[src/rtl/wbr_pkg.sv]
// Shared constants and helpers for the wrapper boundary register chain.
package wbr_pkg;

    localparam int unsigned SRC_W = 2;

    // cfo source selection shared by every cell in a segment
    localparam logic [SRC_W-1:0] SRC_FUNC = 2'd0;
    localparam logic [SRC_W-1:0] SRC_TEST = 2'd1;
    localparam logic [SRC_W-1:0] SRC_SAFE = 2'd2;

    function automatic int unsigned cnt_width(input int unsigned n);
        return $clog2(n + 1);
    endfunction

endpackage

[src/rtl/wbr_cell.sv]
// One dual-storage boundary cell: shift flop, update flop and cfo source mux.
module wbr_cell
    import wbr_pkg::*;
(
    input  logic             CLK,
    input  logic             reset,
    input  logic             si,
    input  logic             cfi,
    input  logic             shift_en,
    input  logic             capture_en,
    input  logic             update_en,
    input  logic [SRC_W-1:0] src_sel,
    input  logic             safe_bit,
    output logic             so,
    output logic             cfo
);

    logic sbit;
    logic ubit;

    // Shift has priority over capture; update copies the pre-edge shift bit.
    always_ff @(posedge CLK) begin
        if (reset) begin
            sbit <= 1'b0;
        end else if (shift_en) begin
            sbit <= si;
        end else if (capture_en) begin
            sbit <= cfi;
        end
    end

    always_ff @(posedge CLK) begin
        if (reset) begin
            ubit <= 1'b0;
        end else if (update_en) begin
            ubit <= sbit;
        end
    end

    always_comb begin
        cfo = cfi;
        case (src_sel)
            SRC_TEST: cfo = ubit;
            SRC_SAFE: cfo = safe_bit;
            default:  cfo = cfi;
        endcase
    end

    assign so = sbit;

endmodule

[src/rtl/wbr_chain_sd2.sv]
// IEEE 1500 boundary register segment: N_CELLS cells plus saturating shift counter.
module wbr_chain_sd2
    import wbr_pkg::*;
#(
    parameter int unsigned         N_CELLS    = 8,
    parameter logic [N_CELLS-1:0]  SAFE_VALUE = '0,
    parameter int unsigned         CNT_W      = cnt_width(N_CELLS)
) (
    input  logic               CLK,
    input  logic               reset,
    input  logic [N_CELLS-1:0] cfi,
    output logic [N_CELLS-1:0] cfo,
    input  logic               wsi,
    output logic               wso,
    input  logic               shift_en,
    input  logic               capture_en,
    input  logic               update_en,
    input  logic               test_mode,
    input  logic               safe_en,
    output logic [CNT_W-1:0]   shift_cnt,
    output logic               chain_full
);

    localparam logic [CNT_W-1:0] CNT_MAX = CNT_W'(N_CELLS);

    logic [SRC_W-1:0]   src_sel_c;
    logic [N_CELLS-1:0] so_bits;
    logic [N_CELLS-1:0] si_bits;
    logic [CNT_W-1:0]   cnt_nxt_c;

    always_comb begin
        src_sel_c = SRC_FUNC;
        if (safe_en) begin
            src_sel_c = SRC_SAFE;
        end else if (test_mode) begin
            src_sel_c = SRC_TEST;
        end
    end

    // Serial path runs from wsi at the top cell down to wso at cell 0.
    assign si_bits = {wsi, so_bits[N_CELLS-1:1]};
    assign wso     = so_bits[0];

    for (genvar i = 0; i < N_CELLS; i++) begin : g_cell
        wbr_cell u_cell (
            .CLK        (CLK),
            .reset      (reset),
            .si         (si_bits[i]),
            .cfi        (cfi[i]),
            .shift_en   (shift_en),
            .capture_en (capture_en),
            .update_en  (update_en),
            .src_sel    (src_sel_c),
            .safe_bit   (SAFE_VALUE[i]),
            .so         (so_bits[i]),
            .cfo        (cfo[i])
        );
    end

    always_comb begin
        cnt_nxt_c = shift_cnt;
        if (shift_en) begin
            if (shift_cnt != CNT_MAX) begin
                cnt_nxt_c = shift_cnt + CNT_W'(1);
            end
        end else if (capture_en) begin
            cnt_nxt_c = '0;
        end
    end

    always_ff @(posedge CLK) begin
        if (reset) begin
            shift_cnt  <= '0;
            chain_full <= 1'b0;
        end else begin
            shift_cnt  <= cnt_nxt_c;
            chain_full <= (cnt_nxt_c == CNT_MAX);
        end
    end

endmodule

[config.mk]
export PLATFORM = sky130hd
export DESIGN_NAME = wbr_chain_sd2
export DESIGN_NICKNAME = d
export VERILOG_FILES = /design/src/rtl/wbr_pkg.sv /design/src/rtl/wbr_cell.sv /design/src/rtl/wbr_chain_sd2.sv
export SDC_FILE = /design/constraint.sdc
export NUM_CORES = 1
export LEC_CHECK = 0
export ABC_AREA = 1
export ABC_CLOCK_PERIOD_IN_PS = 3000
export CAP_MARGIN = 30
export CORE_MARGIN = 2
export CORE_UTILIZATION = 30
export CTS_BUF_LIST = sky130_fd_sc_hd__clkbuf_4
export DETAILED_ROUTE_END_ITERATION = 10
export PLACE_DENSITY_LB_ADDON = 0.25
export SYNTH_ARGS = -nofsm -noshare
export SYNTH_HDL_FRONTEND = slang
export SYNTH_SLANG_ARGS = --single-unit
[constraint.sdc]
create_clock -name CLK -period 3 [get_ports CLK]
set_input_delay 0.3 -clock CLK [delete_from_list [all_inputs] [get_ports CLK]]
set_output_delay 0.3 -clock CLK [all_outputs]
set_load 0.02 [all_outputs]
==> run metrics <==
Final period util=between 70% and 80%; Avg Inst Size Synth=approximately 6.8 sq um; via count=1017; Largest delay share family, worst path=buffers and inverters; status=completed; cell area after layout=0.00138 sq mm; hpwl dp=1820 um; largest net degree at the start of global routing=18; Synth cell types=22; WL per Instance=around 11 um; total wire length=roughly 2500 um; Hold/Removal Path Class=flop to flop; Final Setup Violations=0; Crit Path Max Fanout=9; Worst setup SP type=input pin; Die Width=64.1 um; reg2reg path depth=7; DIE HEIGHT=64.1 um; HP Start=g_cell[5].u_cell.so$_SDFFE_PP0P_; r2r setup slk=approximately 1.7 ns; arrival time worst endpoint=2.07 ns; Fin. Hold Viols=0; Placed Instances=220; Cell Area, Synth=0.00108 sq mm; PostCTS Resize Cnt=0; full die area=about 0.0041 sq mm; Highest Clock Rate=~0.42 GHz; max incr delay on CP=about 0.63 ns; Lkg Pwr=about 0.63 nW; Antenna Nets Post-Route=0; DRC violations left=0; max_cap viols=0; synthesized netlist net count=~180; Worst R2R End=chain_full$_SDFF_PP0_; final cell count without fillers=224; worst hold slack=around 0.5 ns; P&R area growth vs syn=27.1%; Hold Path End=g_cell[5].u_cell.ubit$_SDFFE_PP0P_; htree depth=1; Max clock buf depth=2; GPL Wtd Cong=roughly 0.79; Starting DRT DRC Count=55; layout cells sized above 1=6.18%; Syn. warnings=0; Yosys reg bits=21; PwrDens=between 300 and 400 mW/mm^2; overall global routing resource usage=12.7%; Final Critical Period=2.37 ns; fin nets=roughly 200; # port buffers=29; CTS tree=yes; Setup TNS=0 ns; Core ar.=0.00339 sq mm; normalized max-slew margin=~62%; final worst slack=around 0.63 ns; CTS Buf Count=3; crit-path cells=clkdlybuf4s50_1, or2_1, o21ai_1, clkdlybuf4s50_1; Worst EP required=around 2.7 ns; Initial Utilization=a little under a third; clk slew on worst S/H paths=roughly 0.13 ns; measured slew at the worst slew-check pin=between 0.5 and 0.6 ns; Antenna diodes=0; placed cell area=0.00135 sq mm; CP most frequent cell=clkdlybuf4s50_1; DP Worst Slack=roughly 0.64 ns; Post CTS Setup Buffer Count=0; Filler Cells Inserted=roughly 360; Crit Path Class=input pin to output pin; Clock Skews=around 0.015 ns; # rows=21; Min-Delay Path Depth=2; drt pass-1 iters=4; Clock Latency Late Sink=about 0.31 ns; GR Overflow Total=0; worst r2r src=shift_cnt[0]$_SDFF_PP0_; initial antenna violation count=0; Mapped Cells=between 150 and 200; TritonCTS sink count=21; hold_buf cts=0; vias per cell=4.54; CP bufs+invs=2; first-pass GRT wire length=between 4000 and 5000 um; total I/O pin count=30; Clock Tree Root=clkbuf_4; Critical Path Slowest Stage Cell=clkdlybuf4s50_1; vias in the first global route=around 900; RSZ-0062 raised after global routing=no; Max VDD drop=roughly 0.00011 V; Setup crit end kind=output pin; Seq/Total Area, Yosys=about two fifths; crit path from=test_mode; Slew Viols, Final=0
==> cells in the final DEF (no fill, tap or decap), drive strengths merged <==
cell type      netlist  routed
xor2                 1       1
nor2                20      20
nand3               11      11
clkdlybuf4s50        0      29
a22oi                2       2
o21ai               20      20
o221ai               1       1
clkinv               0       1
clkbuf               2       3
nand2               31      31
nor3                 1       1
or2                  1       1
a21oi                2       2
ha                   2       2
inv                 27      27
o211ai               5       5
dfxtp               21      21
==> report_power, final <==
group | total [mW] | switching, mW | internal, mW
clock network | 0.139 | 0.0890 | 0.0498
logic | 0.108 | 0.0580 | 0.0503
registers | 0.302 | 0.00952 | 0.293
==> Yosys cell counts <==
cell type | count | share of area [%]
a21oi_1 | 2 | 0.92
a22oi_1 | 2 | 1.4
buf_2 | 3 | 1.4
buf_4 | 8 | 5.5
clkbuf_1 | 2 | 0.69
dfxtp_1 | 21 | 39
ha_1 | 2 | 2.3
inv_1 | 24 | 8.3
inv_2 | 3 | 1.0
nand2_1 | 29 | 10
nand2_2 | 1 | 0.58
nand2_4 | 1 | 1.0
nand3_1 | 11 | 5.1
nor2_1 | 18 | 6.2
nor2_2 | 2 | 1.2
nor3_1 | 1 | 0.46
o211ai_1 | 5 | 3.5
o21ai_0 | 8 | 3.7
o21ai_1 | 12 | 5.5
o221ai_1 | 1 | 0.81
or2_1 | 1 | 0.58
xor2_1 | 1 | 0.81
==> worst max-delay path by stage <==
stage / slack, ns / cells after the start / end
2_1_floorplan: 1.63 / 5 / cfo[0]
3_3_place_gp: 0.64 / 4 / cfo[3]
3_5_place_dp: 0.64 / 4 / cfo[3]
4_1_cts: 0.62 / 4 / cfo[3]
5_1_grt: 0.51 / 4 / cfo[3]
6_report: 0.63 / 4 / cfo[3]
==> worst register-to-register path: cells and delay by family, from the launching register on <==
family | cells | cell delay (ns)
AO/OA/AOI/OAI | 1 | 0.21
adder cells (fa/ha/maj) | 1 | 0.19
buffers and inverters | 1 | 0.08
flip-flops | 1 | 0.42
AND/OR/NAND/NOR | 4 | 0.32
==> sequential cells by signal, summed over array words and instances (netlist names) <==
name,count
g_cell.u_cell.so,8
g_cell.u_cell.ubit,8
shift_cnt,4
chain_full,1
==> stage by stage <==
| stage | util [%] | total power, mW |
|---|---|---|
| after floorplan | - | 0.375 |
| after global placement | 39.8 | 0.416 |
| after detailed placement | 39.8 | 0.417 |
| after CTS | 40.6 | 0.555 |
| after global routing | 40.6 | 0.579 |
| final | 40.6 | 0.549 |
==> area by class of cell <==
type / instances / area [sq um] / area share [%]
inverters: 27 / 101 / 7.37
multi-input cells: 97 / 478 / 34.8
clock inverters: 1 / 5.00 / 0.364
clock buffers: 3 / 22.5 / 1.64
well taps: 46 / 57.6 / 4.19
flip-flops and latches: 21 / 420 / 30.6
repair buffers: 29 / 290 / 21.1
==> per-layer routing <==
| metal | vias to the layer above | wire, um | part of all wire (%) | GRT usage, % |
|---|---|---|---|---|
| met5 | - | 0 | 0 | 0 |
| met4 | 0 | 18 | 0.73 | 5.98 |
| met3 | 2 | 121 | 4.9 | 2.46 |
| met2 | 24 | 1200 | 49 | 20.3 |
| met1 | 458 | 1130 | 46 | 16.3 |
| li1 | 533 | - | - | - |
==> cell families (layout without fill, tap and decap cells) <==
logic type / count (synthesis) / after routing / synth area share [%]
adders and majority gates: 2 / 2 / 2.31
buffers and inverters: 40 / 60 / 17.0
DFF: 21 / 21 / 38.8
xor gates and xnor gates: 1 / 1 / 0.809
AOI/OAI and AO/OA: 30 / 30 / 15.8
and+or+nand+nor: 64 / 64 / 25.2
Note: power is estimated with default switching activity, not from simulation.
